`config.mk`:
```
export PLATFORM = sky130hd
export DESIGN_NAME = spart_rx
export DESIGN_NICKNAME = d
export VERILOG_FILES = /design/src/rtl/spart_rx.sv
export SDC_FILE = /design/constraint.sdc
export NUM_CORES = 1
export LEC_CHECK = 0
export CELL_PAD_IN_SITES_DETAIL_PLACEMENT = 1
export CELL_PAD_IN_SITES_GLOBAL_PLACEMENT = 1
export CORE_MARGIN = 2
export CORE_UTILIZATION = 40
export CTS_CLUSTER_SIZE = 12
export DETAILED_ROUTE_END_ITERATION = 8
export PLACE_DENSITY = 0.81
export SLEW_MARGIN = 30
export SYNTH_ARGS = -nofsm -noshare
export SYNTH_HDL_FRONTEND = slang
export SYNTH_SLANG_ARGS = --single-unit
export TNS_END_PERCENT = 30
```
`constraint.sdc`:
```
create_clock -name clk -period 2.56 [get_ports clk]
set_input_delay 0.256 -clock clk [delete_from_list [all_inputs] [get_ports clk]]
set_output_delay 0.256 -clock clk [all_outputs]
set_load 0.02 [all_outputs]
```
`src/rtl/spart_rx.sv`:
```
// -----------------------------------------------------------------------------
// spart_rx -- serial receive engine of the SPART.
//
// Recovers 8N1 (by default) frames from rxd, LSB first. The line is oversampled
// with the baud_tick enable, and each bit is sampled once at its centre. A
// received byte is held in a one-entry buffer together with its status flags.
// A bus read strobe consumes the byte and clears the flags.
//
// Parameters
//   OVERSAMPLE  baud ticks per bit period (power of two, >= 8)
//   DATA_BITS   data bits per frame
//
// Ports
//   clk          system clock
//   rst_n        asynchronous active-low reset
//   baud_tick    single-cycle enable at OVERSAMPLE x baud rate
//   rxd          asynchronous serial line, idle high
//   rd_clr       single-cycle read strobe that consumes the buffered byte
//   rx_data      last received byte
//   rda          receive data available
//   framing_err  stop bit of the last frame was sampled low
//   overrun      a byte was overwritten before it was read
//   rx_busy      receiver is inside a frame (any state other than IDLE)
// -----------------------------------------------------------------------------
module spart_rx #(
   parameter int OVERSAMPLE = 16,
   parameter int DATA_BITS  = 8
) (
   input  logic                 clk,
   input  logic                 rst_n,
   input  logic                 baud_tick,
   input  logic                 rxd,
   input  logic                 rd_clr,
   output logic [DATA_BITS-1:0] rx_data,
   output logic                 rda,
   output logic                 framing_err,
   output logic                 overrun,
   output logic                 rx_busy
);

   localparam int CW = $clog2(OVERSAMPLE);
   localparam int IW = $clog2(DATA_BITS + 1);

   localparam logic [CW-1:0] HALF_M1 = CW'(OVERSAMPLE / 2 - 1);
   localparam logic [CW-1:0] FULL_M1 = CW'(OVERSAMPLE - 1);
   localparam logic [IW-1:0] LAST_IX = IW'(DATA_BITS - 1);

   typedef enum logic [1:0] {IDLE, START, DATA, STOP} state_t;

   state_t               state, state_nx;
   logic                 rxd_meta, rxd_sync, rxd_prev;
   logic [CW-1:0]        cnt, cnt_nx;
   logic [IW-1:0]        idx, idx_nx;
   logic [DATA_BITS-1:0] shreg, shreg_nx;
   logic                 done;

   // Two-flop synchroniser plus one extra stage for falling-edge detect. The
   // flops reset to the idle (high) level so leaving reset never looks like a
   // start edge.
   // NOTE: sequential state uses non-blocking assignments so every flop samples
   // the pre-edge value of its neighbours, which keeps the pipeline a pipeline.
   always_ff @(posedge clk or negedge rst_n) begin
      if (!rst_n) begin
         rxd_meta <= 1'b1;
         rxd_sync <= 1'b1;
         rxd_prev <= 1'b1;
      end else begin
         rxd_meta <= rxd;
         rxd_sync <= rxd_meta;
         rxd_prev <= rxd_sync;
      end
   end

   // Next-state and datapath. Nothing moves in START/DATA/STOP without a tick,
   // so the counter freezes through tick gaps and rxd is only sampled on ticks.
   always_comb begin
      // NOTE: every variable gets a default before the case statement, so no
      // path leaves one unassigned and no latch is inferred.
      state_nx = state;
      cnt_nx   = cnt;
      idx_nx   = idx;
      shreg_nx = shreg;
      done     = 1'b0;
      unique case (state)
         IDLE: begin
            // A line that is held low never produces a fall, so break and a
            // low line after a framing error cannot start a frame.
            if (rxd_prev && !rxd_sync) begin
               state_nx = START;
               cnt_nx   = '0;
            end
         end
         START: begin
            if (baud_tick) begin
               cnt_nx = cnt + CW'(1);
               if (cnt == HALF_M1) begin
                  if (!rxd_sync) begin
                     state_nx = DATA;
                     cnt_nx   = '0;
                     idx_nx   = '0;
                  end else begin
                     state_nx = IDLE;      // glitch: false start, no status change
                  end
               end
            end
         end
         DATA: begin
            if (baud_tick) begin
               // Counter wraps to zero on the centre tick, which restarts the
               // next bit period.
               cnt_nx = cnt + CW'(1);
               if (cnt == FULL_M1) begin
                  shreg_nx = {rxd_sync, shreg[DATA_BITS-1:1]};
                  idx_nx   = idx + IW'(1);
                  if (idx == LAST_IX) state_nx = STOP;
               end
            end
         end
         STOP: begin
            if (baud_tick) begin
               cnt_nx = cnt + CW'(1);
               if (cnt == FULL_M1) begin
                  done     = 1'b1;
                  state_nx = IDLE;
               end
            end
         end
         default: state_nx = IDLE;
      endcase
   end

   always_ff @(posedge clk or negedge rst_n) begin
      if (!rst_n) begin
         state <= IDLE;
         cnt   <= '0;
         idx   <= '0;
         shreg <= '0;
      end else begin
         state <= state_nx;
         cnt   <= cnt_nx;
         idx   <= idx_nx;
         shreg <= shreg_nx;
      end
   end

   // Receive buffer and status. A completing frame takes priority over a
   // simultaneous read: the new byte stays available and overrun is not set,
   // because the previous byte was consumed in that same cycle.
   always_ff @(posedge clk or negedge rst_n) begin
      if (!rst_n) begin
         rx_data     <= '0;
         rda         <= 1'b0;
         framing_err <= 1'b0;
         overrun     <= 1'b0;
      end else if (done) begin
         rx_data     <= shreg;
         rda         <= 1'b1;
         framing_err <= !rxd_sync;
         overrun     <= rda && !rd_clr;
      end else if (rd_clr) begin
         rda         <= 1'b0;
         framing_err <= 1'b0;
         overrun     <= 1'b0;
      end
   end

   assign rx_busy = (state != IDLE);

endmodule

```
==> impl_metrics.env <==
export IMPL_clock_root_buffer="clkbuf_4"
export IMPL_slew_headroom=0.702
export IMPL_syn_instance_count=111
export IMPL_finalSetupViolCount=0
export IMPL_timing_fmax_mhz=492
export IMPL_yosys_top_cells_area="dfrtp_1, mux2_2, dfstp_2"
export IMPL_n_antenna_cell=0
export IMPL_detail_route_vias_per_cell=5.20
export IMPL_first_pass_iters=4
export IMPL_ctsHoldBuffers=0
export IMPL_synth_most_common_cell="dfrtp_1"
export IMPL_worstSetupPathType="reg -> out"
export IMPL_yosys_area_share_xor_xnor=0.0124
export IMPL_skew_ns=0.00702
export IMPL_io_pins=17
export IMPL_die_area_mm2=0.00402
export IMPL_ys_seq_area_frac=0.570
export IMPL_final_cells=179
export IMPL_critPathLaunchType="flop"
export IMPL_avgSynthCellArea_um2=12.7
export IMPL_critPathRequiredTime_ns=2.30
export IMPL_synth_common_cells="dfrtp_1, mux2_2, nand2_1"
export IMPL_cp_end_kind="output port"
export IMPL_htreeDepth=2
export IMPL_cp_slowest_stage_delay_ns=0.55
export IMPL_crit_arrival_ns=1.78
export IMPL_start_util=0.420
export IMPL_post_route_drc_count=0
export IMPL_rows=21
export IMPL_finalWirelength_mm=2.79
export IMPL_timing_final_max_slew_violations=0
export IMPL_core_area_mm2=0.00336
export IMPL_gr_total_overflow=0
export IMPL_dr_total_vias=931
export IMPL_hold_viol_final=0
export IMPL_postCtsSetupBuffers=0
export IMPL_hold_class="in -> async"
export IMPL_first_global_vias=1055
export IMPL_grt_usage=0.161
export IMPL_grt_max_degree=33
export IMPL_totalPowerFinal_mw=1.15
export IMPL_synth_simple_gate_area_frac=0.135
export IMPL_drv_cap=0
export IMPL_slowest_stage="dfrtp_1"
export IMPL_wl_per_cell_um=15.6
export IMPL_synth_edff_count=0
export IMPL_ir_drop_mv=0.346
export IMPL_drt_iter0_drc=71
export IMPL_io_buffer_count=16
export IMPL_area_delta_synth_final_pct=20.7
export IMPL_nFillCells=388
export IMPL_ys_types=37
export IMPL_dp_slack_ns=0.493
export IMPL_clock_sinks=32
export IMPL_worstMarginPinSlew_ns=0.446
export IMPL_synth_compound_area_frac=0.0922
export IMPL_ys_seq_elements=32
export IMPL_synthArstFlopShare=1.00
export IMPL_synth_mux_area_frac=0.150
export IMPL_ant_nets=0
export IMPL_synth_flop_cell="dfrtp_1"
export IMPL_final_seq_area_um2=805
export IMPL_clock_latency_ns=0.33
export IMPL_rsz0062_at_grt="no"
export IMPL_cts_tree="done"
export IMPL_p_per_area_mw_per_mm2=675
export IMPL_setup_ws_ns=0.527
export IMPL_clk_path_buf_depth=2
export IMPL_die_y_um=63.4
export IMPL_post_cts_resized=0
export IMPL_dp_cells=171
export IMPL_grt_pass1_wl_mm=5.00
export IMPL_netlist_area_leader_share=0.514
export IMPL_synth_warnings=0
export IMPL_critical_path_max_fanout=14
export IMPL_finalCriticalPeriod_ns=2.03
export IMPL_p_leak_nw=0.770
export IMPL_drive_above_1_share=0.263
export IMPL_gp_congestion=0.767
export IMPL_netlist_area_mm2=0.00141
export IMPL_cts_buffers=5
export IMPL_yosysTopAreaCell="dfrtp_1"
export IMPL_multiInputGateArea_um2=574
export IMPL_setup_tns_ns=0
export IMPL_status="complete, no violations"
export IMPL_synth_top_family_by_area="multiplexers"
export IMPL_nets=139
export IMPL_syn_num_nets=118
export IMPL_fin_crit_sh=0.794
export IMPL_antenna_found_initial=0
export IMPL_clkSlewWorstSetupHoldPaths_ns=0.10
export IMPL_dp_hpwl_mm=1.97
export IMPL_synth_adder_area_share=0.0177
export IMPL_path_cells="or2_2, clkdlybuf4s50_1"
export IMPL_die_width_um=63.4
[final timing paths]
check / start / to / slack, ns / depth (start not counted)
max in group asynchronous: rst_n / rxd_prev$_DFF_PN1_ / 1.91 / 2
setup reg to reg: state[0]$_DFFE_PN0P_ / cnt[3]$_DFFE_PN0P_ / 0.56 / 4
hold / removal: rst_n / idx[2]$_DFFE_PN0P_ / 0.32 / 2
min in group clk: rxd / rxd_meta$_DFF_PN1_ / 0.33 / 1
hold reg to reg: rxd_meta$_DFF_PN1_ / rxd_sync$_DFF_PN1_ / 0.36 / 0
setup / recovery: state[0]$_DFFE_PN0P_ / rx_busy / 0.53 / 2
[worst max-delay path: cells and delay by family, from the launching register on]
family                 cells  cell delay, ns
buffers and inverters      1            0.54
flip-flops                 1            0.55
AND/OR/NAND/NOR            1            0.36
[area by class of cell]
class / instances / share of cell area
Clock buffer: 6 / 0.0242
Clock inverter: 2 / 0.0206
Inverter: 4 / 0.00882
Multi-Input combinational cell: 71 / 0.337
Sequential cell: 32 / 0.472
Tap cell: 46 / 0.0338
Timing Repair Buffer: 18 / 0.103
[flip-flops by register name (all words and copies together), names as in the netlist, named ones only]
name         count
rxd_meta         1
shreg            8
framing_err      1
idx              4
rx_data          8
rxd_prev         1
overrun          1
rda              1
rxd_sync         1
state            1
cnt              4
[per-layer routing]
layer,global-route usage,share of wire,vias up,routed length [um]
met5,0,0,-,0
met4,0.0435,0.0029,0,8
met3,0.0643,0.047,2,131
met2,0.267,0.50,16,1380
met1,0.194,0.45,471,1270
li1,-,-,442,-
[per-stage QoR]
stage / instance area, um^2 / utilization / hold slack [ns]
final: 1700 / 0.506 / 0.320
after global routing: 1700 / 0.506 / 0.309
after CTS: 1700 / 0.506 / 0.315
after detailed placement: 1630 / 0.484 / 0.350
after global placement: 1630 / 0.484 / 0.349
after floorplan: 1410 / - / -0.0396
[cell usage in the layout (no fill, tap or decap), types with 2 or more instances in the layout]
cell,Yosys,layout
nand3b_1,2,2
mux2_1,2,2
a21o_1,2,2
dfrtp_1,29,29
ha_1,2,2
nor2_1,2,2
a21oi_1,5,5
inv_1,4,4
clkdlybuf4s50_1,0,16
xnor2_1,2,2
nand2_1,8,8
mux2_2,15,15
mux2i_1,2,2
a31oi_1,2,2
o21ai_0,4,4
clkbuf_4,0,5
buf_4,0,2
nand3_1,5,5
dfstp_2,3,3
[cell families (layout without fill, tap and decap cells)]
group | Yosys count | in the layout
AOI/OAI and AO/OA | 19 | 19
and+or+nand+nor | 29 | 29
DFF | 32 | 32
xor gates and xnor gates | 2 | 2
adders and majority gates | 2 | 2
muxes | 19 | 19
buffers and inverters | 8 | 30
[power by group]
part	switching [mW]	internal [mW]
registers	0.0722	0.544
clock network	0.174	0.205
logic	0.0909	0.0639
total	0.338	0.812
(Power assumes the default switching activity.)
